`src/rtl/sdpram_be.sv`:
```
// sdpram_be: simple dual-port RAM with byte-enabled write port A and a pipelined, valid-strobed read port B.
// Define SDPRAM_BE_FWD_EN for write-first same-address collisions; the default build is read-first.
module sdpram_be #(
  parameter int    MemSizeWords    = 32,
  parameter int    AddrBusWidth    = 5,
  parameter int    DataBusWidth    = 32,
  parameter int    ByteWidth       = 8,
  parameter int    ReadLatency     = 1,
  parameter string MemoryPrimitive = "block"
) (
  input  logic                                clk,
  input  logic                                rst,
  input  logic [AddrBusWidth-1:0]             addr_a,
  input  logic                                we_a,
  input  logic [DataBusWidth/ByteWidth-1:0]   be_a,
  input  logic [DataBusWidth-1:0]             w_data_a,
  input  logic [AddrBusWidth-1:0]             addr_b,
  input  logic                                re_b,
  output logic [DataBusWidth-1:0]             r_data_b,
  output logic                                r_valid_b
);
  localparam int NumBytes = DataBusWidth / ByteWidth;

  if (ReadLatency < 1 || ReadLatency > 4 || (DataBusWidth % ByteWidth) != 0 ||
      (MemoryPrimitive != "block" && MemoryPrimitive != "distributed")) begin : g_bad_param
    $error("sdpram_be: illegal parameter set");
  end

  // Contents start at zero and are never touched by rst.
  logic [DataBusWidth-1:0] r_mem [MemSizeWords] = '{default: '0};

  logic w_wr_hit;
  logic w_rd_hit;
  logic [DataBusWidth-1:0] w_rd_word;

  assign w_wr_hit = !rst && we_a && (32'(addr_a) < 32'(MemSizeWords));
  assign w_rd_hit = 32'(addr_b) < 32'(MemSizeWords);

  always_ff @(posedge clk) begin
    if (w_wr_hit)
      for (int i = 0; i < NumBytes; i++)
        if (be_a[i]) r_mem[addr_a][i*ByteWidth +: ByteWidth] <= w_data_a[i*ByteWidth +: ByteWidth];
  end

  always_comb begin
    w_rd_word = '0;
    if (w_rd_hit) w_rd_word = r_mem[addr_b];
`ifdef SDPRAM_BE_FWD_EN
    // Write-first bypass: enabled lanes of a same-edge write override the stored word.
    if (w_rd_hit && w_wr_hit && (addr_a == addr_b))
      for (int i = 0; i < NumBytes; i++)
        if (be_a[i]) w_rd_word[i*ByteWidth +: ByteWidth] = w_data_a[i*ByteWidth +: ByteWidth];
`endif
  end

  logic [ReadLatency:1]                   r_vld_pipe;
  logic [ReadLatency:1][DataBusWidth-1:0] r_dat_pipe;

  // Data stages load only behind a valid bit, so the last stage holds its previous result.
  always_ff @(posedge clk) begin
    if (rst) begin
      r_vld_pipe <= '0;
      r_dat_pipe <= '0;
    end else begin
      r_vld_pipe[1] <= re_b;
      if (re_b) r_dat_pipe[1] <= w_rd_word;
      for (int s = 2; s <= ReadLatency; s++) begin
        r_vld_pipe[s] <= r_vld_pipe[s-1];
        if (r_vld_pipe[s-1]) r_dat_pipe[s] <= r_dat_pipe[s-1];
      end
    end
  end

  assign r_data_b  = r_dat_pipe[ReadLatency];
  assign r_valid_b = r_vld_pipe[ReadLatency];

endmodule

```
`config.mk`:
```
export PLATFORM = sky130hd
export DESIGN_NAME = sdpram_be
export DESIGN_NICKNAME = d
export VERILOG_FILES = /design/src/rtl/sdpram_be.sv
export SDC_FILE = /design/constraint.sdc
export NUM_CORES = 1
export LEC_CHECK = 0
export BUFFER_PORTS_ARGS = -buffer_cell sky130_fd_sc_hd__clkbuf_2
export CAP_MARGIN = 30
export CORE_AREA = 2 2 376 378
export DETAILED_ROUTE_END_ITERATION = 6
export DIE_AREA = 0 0 378 380
export MAX_ROUTING_LAYER = met4
export PLACE_DENSITY = 0.44
export SETUP_SLACK_MARGIN = 0.1
export SLEW_MARGIN = 20
export SYNTH_ARGS = -nofsm -noshare
export SYNTH_HDL_FRONTEND = slang
export SYNTH_SLANG_ARGS = --single-unit
```
`constraint.sdc`:
```
create_clock -name clk -period 4.55 [get_ports clk]
set_clock_uncertainty 0.05 [all_clocks]
set_input_delay 0 -clock clk [delete_from_list [all_inputs] [get_ports clk]]
set_output_delay 0 -clock clk [all_outputs]
set_load 0.02 [all_outputs]
```
; ---- Word level (Yosys, flattened, before mapping)
; Memories as Yosys holds them, arrays and structs flattened. A register that Yosys moved wholly into a read port is not among the register bits.
; Index checks and enable logic that the tools add are counted.
[totals]
ramBits = 1024
mem_count = 1
inputBits = 50
register_bits = 1
wordCells = 16
output_inout_bits = 33
[op_classes]
muxes = 12
n_reduce_logical = 2
[memory_table]
columns = name, words, word_bits, read_ports, rd_ports_with_merged_regs, write_ports, line
row1 = r_mem, 32, 32, 1, 1, 1, 30  ; logic [DataBusWidth-1:0] r_mem [MemSizeWords] = '{default: '0};
[op_table]
columns = operator, count
row1 = $mux W1, 12
row2 = $logic_and A1 B1 Y1, 1
row3 = $logic_not A1 Y1, 1

; ---- Depth between registers and ports, before layout
[depth]
depth_word = 4
depth_mapped = 8

; ---- Worst setup path after synthesis
; OpenSTA, ideal clock, no wires.
[synth_timing]
kind = input-to-reg
from = input addr_b[0]
to = register r_dat_pipe, in the netlist r_data_b[25], read port of r_mem
setup_ps = 81
path_stages = 8
t_required_ps = 4419
arrival_ps = 1527
path_slack_ps = 2892
cell_sequence = buf_4 > buf_12 > buf_8 > mux2i_1 > a22oi_1 > a21oi_1 > or4_1 > a211oi_2
[synth_rtl]
columns = element, line
row1 = "start, declared", 17  ; input logic [AddrBusWidth-1:0] addr_b,
row2 = "end, declared", 57  ; logic [ReadLatency:1][DataBusWidth-1:0] r_dat_pipe;

; ---- Final worst setup path
[layout_timing]
from = input rst
to = memory r_mem[5][25], enable pin
[layout_between]
elab_chain_len = 4
[layout_lines]
columns = element, line
row1 = "start, declared", 12  ; input logic rst,
row2 = $logic_not A1 Y1, 36  ; assign w_wr_hit = !rst && we_a && (32'(addr_a) < 32'(MemSizeWords));
row3 = $logic_and A1 B1 Y1, 36
row4 = $mux W1, 40  ; if (w_wr_hit)
row5 = $mux W1 (not written as such), 42  ; if (be_a[i]) r_mem[addr_a][i*ByteWidth +: ByteWidth] <= w_data_a[i*ByteWidth +: ByteWidth];
row6 = "end, declared", 30
; No other way between the ends.

==> flow_metrics.env <==
export IMPL_status="finished clean"
export IMPL_start_util_pct=29.8
export IMPL_required_ns=4.80
export IMPL_syn2layout_area_growth_pct=15.0
export IMPL_worst_setup_path_end_kind="flop"
export IMPL_intPower_uw=16500
export IMPL_multi_input_area_sq_um=9240
export IMPL_nNetsFinal=2530
export IMPL_syn_area_sq_um=41500
export IMPL_synth_warnings=0
export IMPL_io_pins=83
export IMPL_p_comb_share_pct=5.2
export IMPL_dieArea_sq_um=144000
export IMPL_post_cts_repair_setup_buffers=0
export IMPL_core_area_sq_um=139000
export IMPL_cts_buffer_depth=3
export IMPL_synth_top_area_share_pct=74.0
export IMPL_rows=137
export IMPL_setup_tns_ns=0
export IMPL_numCtsBuffers=113
export IMPL_drtAntennaViolNets=0
export IMPL_cp_start_kind="input pin"
export IMPL_hold_buffers=4
export IMPL_antenna_found_initial=6
export IMPL_die_w_microns=378
export IMPL_grt_pass1_wl_mm=166
export IMPL_crit_fanout=32
export IMPL_ir_worst_vdd_mv=0.292
export IMPL_hold_viol=0
export IMPL_power_leakage_uw=0.0161
export IMPL_vias=21700
export IMPL_via_per_inst=4.87
export IMPL_ctsResizeCount=0
export IMPL_regArea_sq_um=31400
export IMPL_totalWireLength_mm=117
export IMPL_cts_tree="done"
export IMPL_portBuffers=82
export IMPL_power_density_nw_per_um2=442
export IMPL_drtIter0Drc=1893
export IMPL_yosys_cell_types_count=24
export IMPL_setup_viol=0
export IMPL_max_cap_violations=0
export IMPL_p_clk_share_pct=43.7
export IMPL_layout_worst_path_cycle_share_pct=64.7
export IMPL_hpwl_mm=72.5
export IMPL_dr_pass1_iters=5
export IMPL_track_usage_pct=16.6
export IMPL_period_needed_ns=2.94
export IMPL_gp_congestion=0.779
export IMPL_crit_type="in2reg"
export IMPL_clk_insertion_delay_late_ns=0.69
export IMPL_fin_util_pct=34.3
export IMPL_fmax_mhz=340
export IMPL_synth_top_cells_by_area="edfxtp_1 (74%), mux2i_1 (12%), a22oi_1 (4.6%), dfxtp_1 (1.6%), a21oi_1 (1.5%)"
export IMPL_cts_sinks=1057
export IMPL_drive_gt1_share_pct=13.0
export IMPL_path_clk_slew_ns=0.06
export IMPL_power_switching_uw=4580
export IMPL_die_h_microns=380
export IMPL_grt_pass1_vias=22200
export IMPL_drv_slew=0
export IMPL_htreeDepth=3
export IMPL_sw_frac_of_total_pct=21.7
export IMPL_drcViolationCount=0
export IMPL_syn_instance_count=2388
export IMPL_min_path_type="in2reg"
export IMPL_wl_per_cell_microns=26.3
export IMPL_slew_headroom_pct=35.8
export IMPL_crit_arrival_ns=3.19
export IMPL_grt_max_degree=65
export IMPL_ys_ff_latch=1057
export IMPL_synthesis_nets=2438
export IMPL_cts_root_buffer="clkbuf_16"
export IMPL_grt_ovfl_total=0
export IMPL_nFillCells=13300
export IMPL_ys_seq_area_share_pct=75.6
export IMPL_syn_avg_cell_area_sq_um=17.4
export IMPL_synth_largest_area_cell="edfxtp_1"
export IMPL_rsz0062_at_grt="false"
export IMPL_tightest_slew_ns=0.963
export IMPL_seqPwrFrac_pct=51.0
-- registers in the layout, indices dropped and copies added, names as in the netlist --
signal and flops:
r_data_b 32, r_mem 1024, r_valid_b 1
-- cells in the final DEF, fill, tap and decap left out, types with 2 or more instances in the layout --
| cell | count |
|---|---|
| edfxtp_1 | 1024 |
| mux2i_1 | 512 |
| a22oi_1 | 256 |
| nor2_1 | 162 |
| a21oi_1 | 128 |
| clkbuf_16 | 116 |
| clkbuf_2 | 79 |
| nand2_1 | 35 |
| dfxtp_1 | 33 |
| or4_1 | 32 |
| a211oi_2 | 32 |
| buf_4 | 28 |
| clkinv_2 | 23 |
| clkbuf_1 | 22 |
| clkinv_1 | 21 |
| bufinv_16 | 13 |
| buf_12 | 12 |
| diode_2 | 7 |
| clkinvlp_4 | 7 |
| clkbuf_8 | 6 |
| dlygate4sd3_1 | 5 |
| nor2b_1 | 4 |
| nand2_2 | 3 |
| nor3b_1 | 3 |
| buf_16 | 3 |
| and3b_1 | 2 |
| nor2b_4 | 2 |
| nand2b_2 | 2 |
| clkinv_4 | 2 |
-- layout make-up --
type / count / area share [%]
multi-input cells: 1179 / 19.3
flip-flops and latches: 1057 / 65.8
diodes: 7 / 0.0367
clock buffers: 144 / 6.42
clock inverters: 68 / 1.42
repair buffers: 129 / 2.09
well taps: 1876 / 4.91
-- worst max-delay path, cell delays in order --
cell and delay [ns]:
dlygate4sd3_1 0.53, buf_2 0.23, nor2b_1 0.76, nand2_2 0.70
nor2_1 0.94
-- per-stage QoR --
| step | cells | worst slack (ns) | hold WS [ns] | power, uW | area, sq um |
|---|---|---|---|---|---|
| 6_report | 4460 | 1.61 | 0.0203 | 21100 | 47800 |
| 5_1_grt | 4459 | 1.47 | 0.0388 | 21700 | 47800 |
| 4_1_cts | 4446 | 1.54 | 0.000729 | 21300 | 47600 |
| 3_5_place_dp | 4230 | 1.37 | 0.383 | 12100 | 43900 |
| 3_3_place_gp | 4226 | 1.38 | 0.376 | 12100 | 43800 |
| 2_1_floorplan | 2388 | 2.89 | 0.0489 | 11600 | 41500 |
-- synth_stat cells --
cell type and n:
a22oi_1 256, clkbuf_4 3, clkbuf_1 84, buf_6 12, nor3_1 1, buf_12 1, and2_1 2, and3b_1 2
buf_1 11, or4_1 32, and3_1 1, nor2b_1 6, nand2_1 38, nor3b_1 3, buf_8 10, mux2i_1 512
edfxtp_1 1024, buf_4 31, a21oi_1 128, or2_2 1, dfxtp_1 33, nand2b_1 2, a211oi_2 32, nor2_1 163
-- per-layer routing --
metal | part of all wire, % | GRT usage [%]
met2 | 46 | 24.9
met5 | 0 | -
met3 | 5.4 | 3.44
met1 | 46 | 22.9
met4 | 2.6 | 4.30
-- power groups by stage --
stage                     logic, uW  registers, uW  clock network, uW
final                          1100          10800               9240
after global routing           1180          10800               9790
after CTS                      1120          10800               9430
after detailed placement       1110          11000                  0
after global placement         1100          11000                  0
after floorplan                 587          11000                  0
-- path summary, 6_finish.rpt --
kind	start	endpoint	slack, ns	cells past startpoint
setup / recovery	rst	r_mem[5][25]	1.61	5
hold / removal	w_data_a[9]	r_mem[7][9]	0.02	1
setup reg to reg	r_mem[29][22]	r_data_b[22]	2.63	5
hold reg to reg	r_data_b[14]	r_data_b[14]	0.47	2
-- logic make-up after synthesis --
kind of cell | Yosys count | synth area share [%]
compound gates | 416 | 7.13
simple gates | 251 | 2.68
buf+inv | 152 | 2.21
flops | 1057 | 75.6
mux | 512 | 12.3
Note: power is estimated with default switching activity, not from simulation.
